==> config.mk <==
export PLATFORM = sky130hd
export DESIGN_NAME = id_ex_stage
export DESIGN_NICKNAME = d
export VERILOG_FILES = /design/src/rtl/riscv_pipe_pkg.sv /design/src/rtl/operand_fwd_mux.sv /design/src/rtl/id_ex_stage.sv
export SDC_FILE = /design/constraint.sdc
export NUM_CORES = 1
export LEC_CHECK = 0
export ABC_AREA = 1
export BUFFER_PORTS_ARGS = -buffer_cell sky130_fd_sc_hd__buf_2
export CAP_MARGIN = 20
export CELL_PAD_IN_SITES_DETAIL_PLACEMENT = 1
export CELL_PAD_IN_SITES_GLOBAL_PLACEMENT = 1
export CORE_UTILIZATION = 29
export DETAILED_ROUTE_END_ITERATION = 6
export PLACE_DENSITY = 0.87
export SLEW_MARGIN = 20
export SYNTH_ARGS = -nofsm -noshare
export SYNTH_HDL_FRONTEND = slang
export SYNTH_SLANG_ARGS = --single-unit
==> constraint.sdc <==
create_clock -name clk -period 1.62 [get_ports clk]
set_clock_uncertainty 0.1 [all_clocks]
set_input_delay 0.081 -clock clk [delete_from_list [all_inputs] [get_ports clk]]
set_output_delay 0.081 -clock clk [all_outputs]
set_load 0.02 [all_outputs]
==> src/rtl/riscv_pipe_pkg.sv <==
// Shared types for the ID/EX pipeline slice: register index, ALU opcode,
// stage FSM states and default widths.
package riscv_pipe_pkg;

    localparam int XLEN_D   = 32;
    localparam int REG_AW_D = 4;

    typedef logic [REG_AW_D-1:0] reg_idx_t;
    typedef logic [3:0]          alu_op_t;

    typedef enum logic [1:0] {
        EMPTY  = 2'd0,
        FULL   = 2'd1,
        BUBBLE = 2'd2
    } state_t;

endpackage

==> src/rtl/operand_fwd_mux.sv <==
// Operand forwarding mux: picks the EX/MEM result over the register-file
// value when the hazard unit selects it. Ports: i_idx, i_fwd, i_fwd_val, i_rf_val -> o_val.
module operand_fwd_mux #(
    parameter int XLEN   = 32,
    parameter int REG_AW = 4
) (
    input  logic [REG_AW-1:0] i_idx,
    input  logic              i_fwd,
    input  logic [XLEN-1:0]   i_fwd_val,
    input  logic [XLEN-1:0]   i_rf_val,
    output logic [XLEN-1:0]   o_val
);

    // x0 is hardwired zero in the register file, so it is never forwarded.
    logic w_use_fwd;
    assign w_use_fwd = i_fwd && (i_idx != '0);
    assign o_val     = w_use_fwd ? i_fwd_val : i_rf_val;

endmodule

==> src/rtl/id_ex_stage.sv <==
// ID/EX stage: registers decoded operands/control for EX, resolves forwarding,
// holds under backpressure, inserts one bubble per load-use dependency.
// Ports: clk/rst_n; in_* decode side (valid/ready); fwd_* hazard selects;
// flush; out_* EX side (valid/ready); stall_cnt saturating bubble count.
module id_ex_stage
    import riscv_pipe_pkg::*;
#(
    parameter int XLEN     = XLEN_D,
    parameter int REG_AW   = REG_AW_D,
    parameter int STALL_CW = 16
) (
    input  logic                clk,
    input  logic                rst_n,
    input  logic                in_valid,
    output logic                in_ready,
    input  logic [REG_AW-1:0]   in_rs,
    input  logic [REG_AW-1:0]   in_rt,
    input  logic [REG_AW-1:0]   in_rd,
    input  logic [XLEN-1:0]     in_rs_val,
    input  logic [XLEN-1:0]     in_rt_val,
    input  alu_op_t             in_alu_op,
    input  logic                in_wb_en,
    input  logic                in_mem_wr,
    input  logic                in_is_load,
    input  logic                fwd_rs,
    input  logic                fwd_rt,
    input  logic [XLEN-1:0]     fwd_val,
    input  logic                flush,
    output logic                out_valid,
    input  logic                out_ready,
    output logic [XLEN-1:0]     out_a,
    output logic [XLEN-1:0]     out_b,
    output logic [REG_AW-1:0]   out_rd,
    output alu_op_t             out_alu_op,
    output logic                out_wb_en,
    output logic                out_mem_wr,
    output logic                out_is_load,
    output logic [STALL_CW-1:0] stall_cnt
);

    state_t r_state;
    state_t w_next;

    logic [XLEN-1:0]     r_a;
    logic [XLEN-1:0]     r_b;
    logic [REG_AW-1:0]   r_rd;
    alu_op_t             r_alu_op;
    logic                r_wb_en;
    logic                r_mem_wr;
    logic                r_is_load;
    logic [STALL_CW-1:0] r_stall_cnt;

    logic [XLEN-1:0] w_a;
    logic [XLEN-1:0] w_b;
    logic            w_out_valid;
    logic            w_lu;
    logic            w_xfer_in;
    logic            w_enter_bubble;

    operand_fwd_mux #(.XLEN(XLEN), .REG_AW(REG_AW)) u_mux_a (
        .i_idx     (in_rs),
        .i_fwd     (fwd_rs),
        .i_fwd_val (fwd_val),
        .i_rf_val  (in_rs_val),
        .o_val     (w_a)
    );

    operand_fwd_mux #(.XLEN(XLEN), .REG_AW(REG_AW)) u_mux_b (
        .i_idx     (in_rt),
        .i_fwd     (fwd_rt),
        .i_fwd_val (fwd_val),
        .i_rf_val  (in_rt_val),
        .o_val     (w_b)
    );

    assign w_out_valid = (r_state == FULL);

    // Load result is not available until after EX, so a consumer right
    // behind a load must wait one cycle and pick it up via forwarding.
    assign w_lu = w_out_valid && r_is_load && (r_rd != '0) && in_valid &&
                  ((r_rd == in_rs) || (r_rd == in_rt));

    // rst_n gating keeps decode from seeing a ready while the stage is held.
    assign in_ready = rst_n && !flush &&
                      ((r_state != FULL) || (out_ready && !w_lu));

    assign w_xfer_in      = in_valid && in_ready;
    assign w_enter_bubble = !flush && w_out_valid && out_ready && w_lu;

    always_comb begin
        w_next = r_state;
        if (flush) begin
            w_next = EMPTY;
        end else begin
            unique case (r_state)
                EMPTY: begin
                    if (w_xfer_in) w_next = FULL;
                end
                FULL: begin
                    if (out_ready) begin
                        if (w_lu)           w_next = BUBBLE;
                        else if (w_xfer_in) w_next = FULL;
                        else                w_next = EMPTY;
                    end
                end
                BUBBLE: begin
                    w_next = w_xfer_in ? FULL : EMPTY;
                end
                default: w_next = EMPTY;
            endcase
        end
    end

    always_ff @(posedge clk or negedge rst_n) begin
        if (!rst_n) begin
            r_state <= EMPTY;
        end else begin
            r_state <= w_next;
        end
    end

    always_ff @(posedge clk or negedge rst_n) begin
        if (!rst_n) begin
            r_a       <= '0;
            r_b       <= '0;
            r_rd      <= '0;
            r_alu_op  <= '0;
            r_wb_en   <= 1'b0;
            r_mem_wr  <= 1'b0;
            r_is_load <= 1'b0;
        end else if (w_xfer_in) begin
            r_a       <= w_a;
            r_b       <= w_b;
            r_rd      <= in_rd;
            r_alu_op  <= in_alu_op;
            r_wb_en   <= in_wb_en;
            r_mem_wr  <= in_mem_wr;
            r_is_load <= in_is_load;
        end
    end

    always_ff @(posedge clk or negedge rst_n) begin
        if (!rst_n) begin
            r_stall_cnt <= '0;
        end else if (w_enter_bubble && (r_stall_cnt != '1)) begin
            r_stall_cnt <= r_stall_cnt + 1'b1;
        end
    end

    assign out_valid   = w_out_valid;
    assign out_a       = r_a;
    assign out_b       = r_b;
    assign out_rd      = r_rd;
    assign out_alu_op  = r_alu_op;
    assign out_wb_en   = r_wb_en && w_out_valid;
    assign out_mem_wr  = r_mem_wr;
    assign out_is_load = r_is_load;
    assign stall_cnt   = r_stall_cnt;

endmodule

==> results.md <==
- Routed vias/inst: 4.91
- Pre-CTS setup slack: -0.156 ns
- Netlist cell types: 22
- Cell with the most instances after synthesis: nand2_1
- CP peak stage delay: 0.38 ns
- Status: finished, violations left
- Drt drc: 0
- Maximum vdd drop: 0.000512 V
- Filler instances: 2058
- Yosys reg bits: 93
- R2r worst-path depth: 11
- EDFF count, synth: 0
- Routed wire length: 25100 um
- Mapped Area: 4910 um^2
- Gpl congestion: 0.874
- Arr. time, crit path: 2.02 ns
- Die W: 132 um
- Critical Path RT: 1.82 ns
- Worst-path clk slew: 0.07 ns
- R2r endpoint: out_b[12]$_DFFE_PN0P_
- Failing checks: setup timing
- H-tree lvl count: 3
- Grt ovf: 0
- Commonest cells in the synthesized netlist: 381 x nand2_1, 93 x dfrtp_1, 64 x o21ai_0, 56 x inv_1, 16 x nor2_1
- Final hold violations: 0
- Die Y: 132 um
- GRT Total Usage: 24.7%
- Finished Core Util: 51.4%
- Crit path kind: reg2reg
- Share of cells above drive strength 1: 39.0%
- Power Dens Cells: 889 nW/um^2
- CTS root buffer: clkbuf_16
- Flop-to-flop setup slack: -0.21 ns
- Die area: 17500 um^2
- Max Transition Viols Final: 0
- RSZ-0062 raised after global routing: yes
- CP startpoint: r_state[1]$_DFFE_PN0P_
- Number of I/O pins: 215
- Worst R2R Start: r_state[1]$_DFFE_PN0P_
- Worst-path cell chain: inv_2 -> nand2_2 -> buf_4 -> o211ai_1 -> inv_1 -> buf_4 -> nand3_4 -> buf_12 -> clkbuf_16 -> nand2_4 -> nand2_2
- CP max stage cell: dfrtp_1
- Core box area: 16600 um^2
- Slew @ Worst Pin: 0.552 ns
- DR vias: 6232
- CP endpoint kind: flip-flop
- Worst-Skew Late Latency: 0.35 ns
- Multi-input gate area: 2580 um^2
- Maxcap violations: 0
- Vias in the first global route: 6426
- Nets: 1165
- Clock buffer depth: 2
- Endpoints failing setup: 93
- Drt pass-1 iters: 5
- Antenna-violating nets left: 0
- Synth top area cells: dfrtp_1 47%, nand2_1 29%, o21ai_0 6.5%
- Initial antenna violation count: 2
- Clock sinks: 93
- Setup WS post-layout: -0.206 ns
- Largest net degree at the start of global routing: 94
- Global-route wire length before repair: 33500 um
- DP Cell Count: 1138
- # rows: 47
- Final cycle utilization of the critical path: 113%
- Synth Net Count: 819
- Synth-to-layout area growth: 73.5%
- Starting DRT DRC Count: 222
- Post-detail-place hpwl: 12400 um
- Synth top area share: 47.4%
- WHS: 0.0129 ns
- Synth Area per Inst: 7.06 um^2
- CTS tree: built
- CTS buffer count: 9
- Cell taking the most area after synthesis: dfrtp_1
- Routed wire per std cell: 19.8 um
- Register area: 2330 um^2
- Max-slew headroom: 63.2%
- Crit Path Max Fanout: 9
- Yosys warns: 0
- Finished Layout Cells: 1269
- Static leakage: 4.64 nW
- Tmin final: 1.83 ns
- Number of port buffers: 214
- Cells after Synth: 696
- Final TNS setup: -14.51 ns
- Worst min path class: in2reg
- Startpoint types: flip-flop
- Main synth FF type: dfrtp_1
- Max Fclk: 0.548 GHz
- Worst Setup EP: out_b[12]$_DFFE_PN0P_
- Starting Density: 29.6%
- Seq/Total Area, Yosys: 47.4%
- Async S/R FF share, synth: 100%
cells in the final DEF (no fill, tap or decap), drive strengths merged:
cell type,Yosys,layout
clkbuf,12,21
o21ai,66,66
o211ai,1,1
clkinvlp,0,2
nand3,17,18
bufinv,0,1
dfrtp,93,93
diode,0,2
buf,18,266
nor3,6,6
nand4,1,2
nor2,20,20
nand2,385,385
ha,1,1
inv,62,63
xor2,11,11
clkinv,0,1
xnor2,3,3
dlygate4sd3,0,87
kinds of logic after synthesis:
logic type | synth area share (%)
AO/OA/AOI/OAI | 7.03
XOR/XNOR | 2.50
adder cells (fa/ha/maj) | 0.255
buffers and inverters | 8.46
flip-flops | 47.4
AND/OR/NAND/NOR | 34.4
worst min-delay path by stage:
stage	cells after the start	from	endpoint
finish	5	fwd_val[8]	out_b[8]$_DFFE_PN0P_
global route	5	fwd_val[8]	out_b[8]$_DFFE_PN0P_
CTS	5	fwd_val[29]	out_a[29]$_DFFE_PN0P_
detailed placement	2	rst_n	r_state[1]$_DFFE_PN0P_
global placement	2	rst_n	stall_cnt[0]$_DFFE_PN0P_
floorplan	0	rst_n	out_a[0]$_DFFE_PN0P_
worst max-delay path, delay by kind of cell, from the launching register on:
kind / cells / cell delay, ns
compound gates: 1 / 0.15
buf+inv: 6 / 0.84
flops: 1 / 0.38
simple gates: 4 / 0.27
layer usage:
| layer | wire length [um] | vias to the layer above | GRT usage [%] |
|---|---|---|---|
| li1 | - | 2808 | - |
| met1 | 9660 | 3016 | 28.3 |
| met2 | 12700 | 325 | 43.0 |
| met3 | 1660 | 83 | 5.65 |
| met4 | 1110 | 0 | 12.3 |
| met5 | 0 | - | 0 |
sequential cells by signal, summed over array words and instances, names as in the netlist:
signal,cells
out_a,32
out_alu_op,4
out_b,32
out_is_load,1
out_mem_wr,1
out_rd,4
r_state,2
r_wb_en,1
stall_cnt,16
metrics by stage:
step | instance area, um^2 | total power, W
4_1_cts | 7800 | 0.00718
6_report | 8520 | 0.00757
3_5_place_dp | 6510 | 0.00477
3_3_place_gp | 6510 | 0.00471
2_1_floorplan | 4970 | 0.00392
5_1_grt | 8520 | 0.00789
where the power goes:
group / total, W / switching [W] / internal (W)
combinational: 0.00240 / 0.00143 / 0.000969
sequential: 0.00298 / 0.000304 / 0.00267
clock: 0.00219 / 0.000991 / 0.00120
total: 0.00757 / 0.00273 / 0.00484
what timing repair did:
item                                   CTS  global route
setup endpoints to repair               93            94
hold buffers                            87             0
gates cloned                             1            18
setup buffers                            4             4
endpoints found under the hold margin  168             0
resized for setup                       20           104
pin swaps                               10            30
final cells by class:
type / instances / area share, %
Clock buffer: 11 / 2.73
Timing Repair Buffer: 363 / 32.9
Multi-Input combinational cell: 513 / 30.3
Sequential cell: 93 / 27.4
Inverter: 62 / 2.73
Antenna cell: 2 / 0.0588
Tap cell: 220 / 3.23
Clock inverter: 5 / 0.690
(Power assumes the default switching activity.)
